<file path="src/rtl/qr_cordic_pkg.sv">
// Shared constants and types for the QR_CORDIC Givens-rotation scheduler.
package qr_cordic_pkg;

  localparam int DEF_ROWS    = 8;
  localparam int DEF_COLS    = 4;
  localparam int DEF_MAX_OUT = 4;
  localparam int ENTRY_W     = 13;

  localparam logic MODE_VEC = 1'b0;
  localparam logic MODE_ROT = 1'b1;

  typedef enum logic [2:0] {
    ST_IDLE,
    ST_VEC,
    ST_WAIT_VEC,
    ST_ROT,
    ST_DRAIN,
    ST_DONE
  } state_t;

endpackage

</file>
<file path="src/rtl/qr_credit_cnt.sv">
// Outstanding-command counter: +1 per issued command, -1 per PE ack.
// An ack with nothing outstanding leaves the count alone and raises underflow.
module qr_credit_cnt #(
  parameter int MAX_OUT = 4,
  parameter int CNT_W   = $clog2(MAX_OUT + 1)
) (
  input  logic             clk,
  input  logic             rst,
  input  logic             inc,
  input  logic             dec,
  output logic [CNT_W-1:0] cnt,
  output logic [CNT_W-1:0] cnt_nxt,
  output logic             underflow
);

  logic dec_ok;

  always_comb begin
    underflow = dec && (cnt == '0);
    dec_ok    = dec && !underflow;
    cnt_nxt   = cnt;
    if (inc && !dec_ok) begin
      cnt_nxt = cnt + CNT_W'(1);
    end else if (!inc && dec_ok) begin
      cnt_nxt = cnt - CNT_W'(1);
    end
  end

  always_ff @(posedge clk) begin
    if (rst) begin
      cnt <= '0;
    end else begin
      cnt <= cnt_nxt;
    end
  end

endmodule

</file>
<file path="src/rtl/qr_givens_sched.sv">
// Sequences vectoring/rotation commands for a column-by-column, bottom-up Givens QR,
// draining the PE between row pairs and capping unacknowledged commands at MAX_OUT.
module qr_givens_sched
  import qr_cordic_pkg::*;
#(
  parameter int ROWS    = DEF_ROWS,
  parameter int COLS    = DEF_COLS,
  parameter int ROW_W   = 3,
  parameter int COL_W   = 2,
  parameter int MAX_OUT = DEF_MAX_OUT
) (
  input  logic             clk,
  input  logic             rst,
  input  logic             start,
  output logic             busy,
  output logic             done,
  output logic             err,
  output logic             cmd_valid,
  input  logic             cmd_ready,
  output logic             cmd_mode,
  output logic [ROW_W-1:0] cmd_row_hi,
  output logic [ROW_W-1:0] cmd_row_lo,
  output logic [COL_W-1:0] cmd_col,
  output logic             cmd_last,
  input  logic             pe_ack
);

  localparam int CNT_W = $clog2(MAX_OUT + 1);
  localparam logic [ROW_W-1:0] ROW_TOP = ROW_W'(ROWS - 1);
  localparam logic [ROW_W-1:0] ROW_ONE = ROW_W'(1);
  localparam logic [ROW_W-1:0] ROW_TWO = ROW_W'(2);
  localparam logic [COL_W-1:0] COL_END = COL_W'(COLS - 1);
  localparam logic [COL_W-1:0] COL_ONE = COL_W'(1);

  state_t           state;
  logic [ROW_W-1:0] i_q;
  logic [COL_W-1:0] j_q;
  logic [CNT_W-1:0] outstanding;
  logic [CNT_W-1:0] outstanding_nxt;
  logic             underflow;
  logic             xfer;
  logic             can_issue;

  assign xfer      = cmd_valid && cmd_ready;
  // Credit is judged on the post-edge count so a registered valid never overshoots.
  assign can_issue = outstanding_nxt < CNT_W'(MAX_OUT);

  qr_credit_cnt #(
    .MAX_OUT (MAX_OUT),
    .CNT_W   (CNT_W)
  ) u_credit (
    .clk       (clk),
    .rst       (rst),
    .inc       (xfer),
    .dec       (pe_ack),
    .cnt       (outstanding),
    .cnt_nxt   (outstanding_nxt),
    .underflow (underflow)
  );

  always_ff @(posedge clk) begin
    if (rst) begin
      state      <= ST_IDLE;
      busy       <= 1'b0;
      done       <= 1'b0;
      err        <= 1'b0;
      cmd_valid  <= 1'b0;
      cmd_mode   <= MODE_VEC;
      cmd_row_hi <= '0;
      cmd_row_lo <= '0;
      cmd_col    <= '0;
      cmd_last   <= 1'b0;
      i_q        <= '0;
      j_q        <= '0;
    end else begin
      done <= 1'b0;
      case (state)
        ST_IDLE: begin
          if (start) begin
            j_q        <= '0;
            i_q        <= ROW_TOP;
            busy       <= 1'b1;
            state      <= ST_VEC;
            cmd_valid  <= 1'b1;
            cmd_mode   <= MODE_VEC;
            cmd_row_hi <= ROW_TOP - ROW_ONE;
            cmd_row_lo <= ROW_TOP;
            cmd_col    <= '0;
            cmd_last   <= (COL_END == '0);
          end
        end
        ST_VEC: begin
          if (xfer) begin
            cmd_valid <= 1'b0;
            state     <= ST_WAIT_VEC;
          end
        end
        ST_WAIT_VEC: begin
          // The angle exists only once the vectoring op has been acknowledged.
          if (outstanding == '0) begin
            if (j_q != COL_END) begin
              state     <= ST_ROT;
              cmd_valid <= 1'b1;
              cmd_mode  <= MODE_ROT;
              cmd_col   <= j_q + COL_ONE;
              cmd_last  <= ((j_q + COL_ONE) == COL_END);
            end else begin
              state <= ST_DRAIN;
            end
          end
        end
        ST_ROT: begin
          if (xfer) begin
            if (cmd_last) begin
              cmd_valid <= 1'b0;
              state     <= ST_DRAIN;
            end else begin
              cmd_col   <= cmd_col + COL_ONE;
              cmd_last  <= ((cmd_col + COL_ONE) == COL_END);
              cmd_valid <= can_issue;
            end
          end else if (!cmd_valid) begin
            cmd_valid <= can_issue;
          end
        end
        ST_DRAIN: begin
          if (outstanding == '0) begin
            if (i_q > (ROW_W'(j_q) + ROW_ONE)) begin
              i_q        <= i_q - ROW_ONE;
              state      <= ST_VEC;
              cmd_valid  <= 1'b1;
              cmd_mode   <= MODE_VEC;
              cmd_row_hi <= i_q - ROW_TWO;
              cmd_row_lo <= i_q - ROW_ONE;
              cmd_col    <= j_q;
              cmd_last   <= (j_q == COL_END);
            end else if (j_q == COL_END) begin
              state <= ST_DONE;
              done  <= 1'b1;
              busy  <= 1'b0;
            end else begin
              j_q        <= j_q + COL_ONE;
              i_q        <= ROW_TOP;
              state      <= ST_VEC;
              cmd_valid  <= 1'b1;
              cmd_mode   <= MODE_VEC;
              cmd_row_hi <= ROW_TOP - ROW_ONE;
              cmd_row_lo <= ROW_TOP;
              cmd_col    <= j_q + COL_ONE;
              cmd_last   <= ((j_q + COL_ONE) == COL_END);
            end
          end
        end
        ST_DONE: begin
          state <= ST_IDLE;
        end
        default: begin
          state <= ST_IDLE;
        end
      endcase
      if (underflow) begin
        err <= 1'b1;
      end else if (state == ST_IDLE && start) begin
        err <= 1'b0;
      end
    end
  end

endmodule

</file>
<file path="config.mk">
export PLATFORM = sky130hd
export DESIGN_NAME = qr_givens_sched
export DESIGN_NICKNAME = d
export VERILOG_FILES = /design/src/rtl/qr_cordic_pkg.sv /design/src/rtl/qr_credit_cnt.sv /design/src/rtl/qr_givens_sched.sv
export SDC_FILE = /design/constraint.sdc
export NUM_CORES = 1
export LEC_CHECK = 0
export CAP_MARGIN = 30
export CORE_AREA = 2 2 60 62
export CTS_CLUSTER_DIAMETER = 50
export DETAILED_ROUTE_END_ITERATION = 12
export DIE_AREA = 0 0 62 64
export PLACE_DENSITY = 0.79
export SKIP_LAST_GASP = 1
export SYNTH_ARGS = -nofsm -noshare
export SYNTH_HDL_FRONTEND = slang
export SYNTH_HIERARCHICAL = 1
export SYNTH_SLANG_ARGS = --single-unit
</file>
<file path="constraint.sdc">
create_clock -name clk -period 2.5 [get_ports clk]
set_input_delay 0.5 -clock clk [delete_from_list [all_inputs] [get_ports clk]]
set_output_delay 0.5 -clock clk [all_outputs]
set_load 0.02 [all_outputs]
</file>
==> flow_metrics.tcl, run 1 <==
set metrics [dict create \
    clkTransAtPathRegs_ns 0.13 \
    swShare_pct 38.9 \
    cts.sinks 22 \
    grt_remaining_overflow 0 \
    grt_max_degree 17 \
    clk_root_buffer_cell "clkbuf_4" \
    hold_class "reg2reg" \
    fin_crit_sh_pct 94.9 \
    post-route-min-period_ns 2.37 \
    crit_arrival_ns 2.58 \
    grt_pass1_wl_mm 6.30 \
    finalSetupTns_ns 0 \
    cp.required_ns 2.71 \
    die_y_um 64 \
    power_frac_clock_pct 18.6 \
    io-pin-count 19 \
    area_growth_pct 22.1 \
    fin_nets 230 \
    die_area_um2 3970 \
    r2r_cells 8 \
    ir_drop_uv 526 \
    antennaDiodeCount 0 \
    die_x_um 62 \
    synth_nets 203 \
    syn_inst 188 \
    finalMaxSlewViolations 0 \
    status "completed" \
    antenna_found_initial 0 \
    powerDensity_nw_per_um2 782 \
    cts_tree "done" \
    maxCapViolCount 0 \
    drt_iter0_drc 110 \
    post_drt_wl_per_cell_um 14.3 \
    yosysWarnings 6 \
    comb_power_share_pct 50.5 \
    fmax_mhz 421 \
    p_seq_share_pct 30.9 \
    clockBufferDepth 2 \
    cts_made_buffers 3 \
    clk_latency_ns 0.31 \
    cell_internal_pwr_mw 0.919 \
    routed_wl_mm 3.71 \
    leakage_nw 0.713 \
    drive_gt1_share_pct 15.0 \
    layout_commonest_cell "dfxtp_1" \
    setup_violations 0 \
    mostFrequentLayoutCells "dfxtp_1, clkdlybuf4s50_1, buf_4, a21oi_1, nor2_1" \
    grt_pass1_vias 1409 \
    design.core.area_um2 3280 \
    vias 1489 \
    ctsHoldBuffers 0 \
    hold_viol 0 \
    gp_congestion 0.884 \
    fin_worst_skew_ns 0.00164 \
    fill_cells 303 \
    crit_path_max_fanout 9 \
    p_sw_mw 0.586 \
    end_kind "register" \
    synth_area_per_cell_um2 8.39 \
    initial_core_util_pct 48.0 \
    ant_nets 0 \
    dr.pass1.iters 4 \
    htreeDepth 1 \
    slew_headroom_pct 68.0 \
    dp_hpwl_mm 2.72 \
    critical_path_class "reg2reg" \
    rows 21 \
    placedCellCount 253 \
    stdcell_count 260 \
    route.detailed.drc 0 \
    syn-cell-area_um2 1580 \
    gr-usage-all-layers_pct 20.4 \
    whs_path_depth 2 \
    critPathLaunchType "register" \
    vias_per_cell 5.73 \
    port-buffer-count 18 \
    worst_pin_slew_ns 0.478 \
]
==> routing by layer <==
metal	wire length, um	up-vias	GRT usage [%]
li1	-	746	-
met1	1680	678	28.3
met2	1730	59	31.6
met3	237	6	2.23
met4	54	0	7.71
met5	0	-	0
==> metrics by stage <==
step | hold slack, ns | utilization, % | total power [mW] | setup WS [ns] | area [um^2]
6_report | 0.481 | 58.6 | 1.51 | 0.127 | 1920
3_3_place_gp | 0.462 | 56.1 | 1.20 | 0.208 | 1840
3_5_place_dp | 0.470 | 56.1 | 1.22 | 0.0928 | 1840
4_1_cts | 0.489 | 57.7 | 1.50 | 0.0469 | 1890
5_1_grt | 0.518 | 58.6 | 1.62 | -0.0111 | 1920
2_1_floorplan | 0.498 | - | 1.02 | 0.177 | 1580
==> power by group through the flow <==
stage	registers [mW]	clock network [mW]	logic (mW)
after floorplan	0.513	0	0.511
after global placement	0.471	0	0.732
after detailed placement	0.474	0	0.743
after CTS	0.466	0.291	0.747
after global routing	0.475	0.305	0.840
final	0.465	0.281	0.759
==> layout make-up <==
class | count | area [um^2] | area share (%)
Multi-Input combinational cell | 143 | 1040 | 53.8
Sequential cell | 22 | 440 | 22.9
Timing Repair Buffer | 33 | 293 | 15.2
Tap cell | 46 | 57.6 | 2.99
Inverter | 12 | 45.0 | 2.34
Clock inverter | 1 | 30.0 | 1.56
Clock buffer | 3 | 22.5 | 1.17
==> final timing paths <==
kind | startpoint | to | slack (ns)
worst min register to register | cmd_row_hi[0]$_SDFFE_PP0P_ | cmd_row_hi[0]$_SDFFE_PP0P_ | 0.48
worst max-delay path | j_q[0]$_SDFFE_PP0P_ | state[2]$_SDFFE_PP0P_ | 0.13
worst min-delay path | cmd_row_hi[0]$_SDFFE_PP0P_ | cmd_row_hi[0]$_SDFFE_PP0P_ | 0.48
worst max register to register | j_q[0]$_SDFFE_PP0P_ | state[2]$_SDFFE_PP0P_ | 0.13
==> sequential cells by signal, summed over array words and instances (netlist names), 2 cells and up <==
name / cells
cmd_col: 2
cmd_row_hi: 3
i_q: 3
state: 3
j_q: 2
u_credit/cnt: 3
==> worst max-delay path, stage by stage (launching register included) <==
cell	delay, ns
dfxtp_1	0.35
inv_1	0.07
ha_1	0.34
ha_1	0.31
and3b_1	0.24
o21ai_4	0.30
a21oi_1	0.12
o22a_1	0.19
a2111oi_1	0.35
==> what timing repair did <==
action	in CTS	in global routing
gates resized for setup	0	1
setup endpoints to repair	0	5
hold endpoints to repair	0	0
buffers inserted	0	3
Power figures use the tool's default switching activity.
==> inputs of run 2 (changes only) <==
CTS_BUF_LIST = sky130_fd_sc_hd__clkbuf_4 sky130_fd_sc_hd__clkbuf_8   (was not set)
PLACE_DENSITY = not set   (was 0.79)
PLACE_DENSITY_LB_ADDON = 0.1   (was not set)
==> flow_metrics.tcl, run 2 (synthesis gave the netlist of run 1 again) <==
set metrics [dict create \
    status "completed" \
    grt_pass1_vias 1457 \
    clk_root_buffer_cell "clkbuf_4" \
    cp.required_ns 2.71 \
    critPathLaunchType "register" \
    leakage_nw 0.693 \
    grt_max_degree 21 \
    slew_headroom_pct 63.9 \
    ir_drop_uv 542 \
    hold_viol 0 \
    clkTransAtPathRegs_ns 0.14 \
    fmax_mhz 426 \
    fin_worst_skew_ns 0.0118 \
    post_drt_wl_per_cell_um 14.5 \
    drive_gt1_share_pct 13.3 \
    hold_class "reg2reg" \
    antennaDiodeCount 0 \
    ant_nets 0 \
    worst_pin_slew_ns 0.540 \
    place_area_um2 1830 \
    gr-usage-all-layers_pct 21.2 \
    initial_core_util_pct 48.0 \
    gp_congestion 0.867 \
    die_area_um2 3970 \
    design.core.area_um2 3280 \
    postCtsSetupRepairBufs 0 \
    drt_iter0_drc 66 \
    routed_wl_mm 3.72 \
    powerDensity_nw_per_um2 800 \
    cts_made_buffers 3 \
    power_mw 1.52 \
    setup_violations 0 \
    post-route-min-period_ns 2.35 \
    end_kind "register" \
    mostFrequentLayoutCells "dfxtp_1, clkdlybuf4s50_1, a21oi_1, nor2_1" \
    io-pin-count 19 \
    crit_path_max_fanout 6 \
    fin_nets 226 \
    dr.pass1.iters 4 \
    setup_slack_ns 0.155 \
    rows 21 \
    htreeDepth 1 \
    cts_tree "done" \
    die_y_um 64 \
    finalMaxSlewViolations 0 \
    vias_per_cell 5.84 \
    vias 1494 \
    area_growth_pct 20.2 \
    fin_crit_sh_pct 93.8 \
    route.detailed.drc 0 \
    cts.sinks 22 \
    maxCapViolCount 0 \
    die_x_um 62 \
    final_area_um2 1890 \
    antenna_found_initial 0 \
    crit_arrival_ns 2.55 \
    pre_cts_slack_ns 0.161 \
    clockBufferDepth 2 \
    critical_path_class "reg2reg" \
    layout_commonest_cell "dfxtp_1" \
    port-buffer-count 18 \
    grt_remaining_overflow 0 \
    grt_pass1_wl_mm 6.56 \
    clk_latency_ns 0.32 \
    dp_hpwl_mm 2.75 \
]
run 2: cell count changes in the layout (fill, tap and decap cells not counted):
cell,previous run,this run
buf_4,15,11
run 2: through the flow:
stage	hold slack [ns]	utilization, %	TNS [ns]	cells
detailed placement	0.465	55.8	0	252
global placement	0.466	55.8	0	252
global route	0.500	57.7	-0.0206	256
CTS	0.482	57.4	0	256
finish	0.482	57.7	0	256
floorplan	0.498	-	0	188
run 2: worst paths after layout:
check / startpoint / endpoint / slack (ns) / depth (start not counted)
setup / recovery: j_q[0]$_SDFFE_PP0P_ / state[2]$_SDFFE_PP0P_ / 0.15 / 8
hold / removal: cmd_mode$_SDFFE_PP0P_ / cmd_mode$_SDFFE_PP0P_ / 0.48 / 2
setup reg to reg: j_q[0]$_SDFFE_PP0P_ / state[2]$_SDFFE_PP0P_ / 0.15 / 8
hold reg to reg: cmd_mode$_SDFFE_PP0P_ / cmd_mode$_SDFFE_PP0P_ / 0.48 / 2
run 2: critical path, stage by stage (launching register included):
cell and delay (ns):
dfxtp_1 0.36, inv_1 0.07, ha_1 0.35, ha_1 0.31
and3b_1 0.23, o21ai_4 0.26, a21oi_1 0.10, o22a_1 0.19
a2111oi_1 0.36
run 2: per-layer routing:
metal	track usage [%]	up-vias	wire length (um)	share of wire (%)
met3	3.44	7	176	4.7
met1	29.0	699	1700	46
met4	6.38	0	48	1.3
li1	-	738	-	-
met2	33.6	50	1800	48
met5	0	-	0	0
run 2: power breakdown:
| group | switching (mW) | total (mW) | internal [mW] |
|---|---|---|---|
| sequential | 0.0625 | 0.468 | 0.406 |
| combinational | 0.415 | 0.764 | 0.350 |
| clock | 0.121 | 0.284 | 0.162 |
| total | 0.599 | 1.52 | 0.918 |
run 2: area by class of cell:
type	instances	area, um^2
multi-input cells	143	1040
repair buffers	29	263
clock buffers	3	22.5
fillers	322	1390
flip-flops and latches	22	440
inverters	12	45.0
well taps	46	57.6
clock inverters	1	30.0
run 2: what timing repair did:
| item | CTS | global route |
|---|---|---|
| hold buffers | 0 | 0 |
| gates resized for setup | 0 | 1 |
| endpoints found under the setup margin | 0 | 1 |
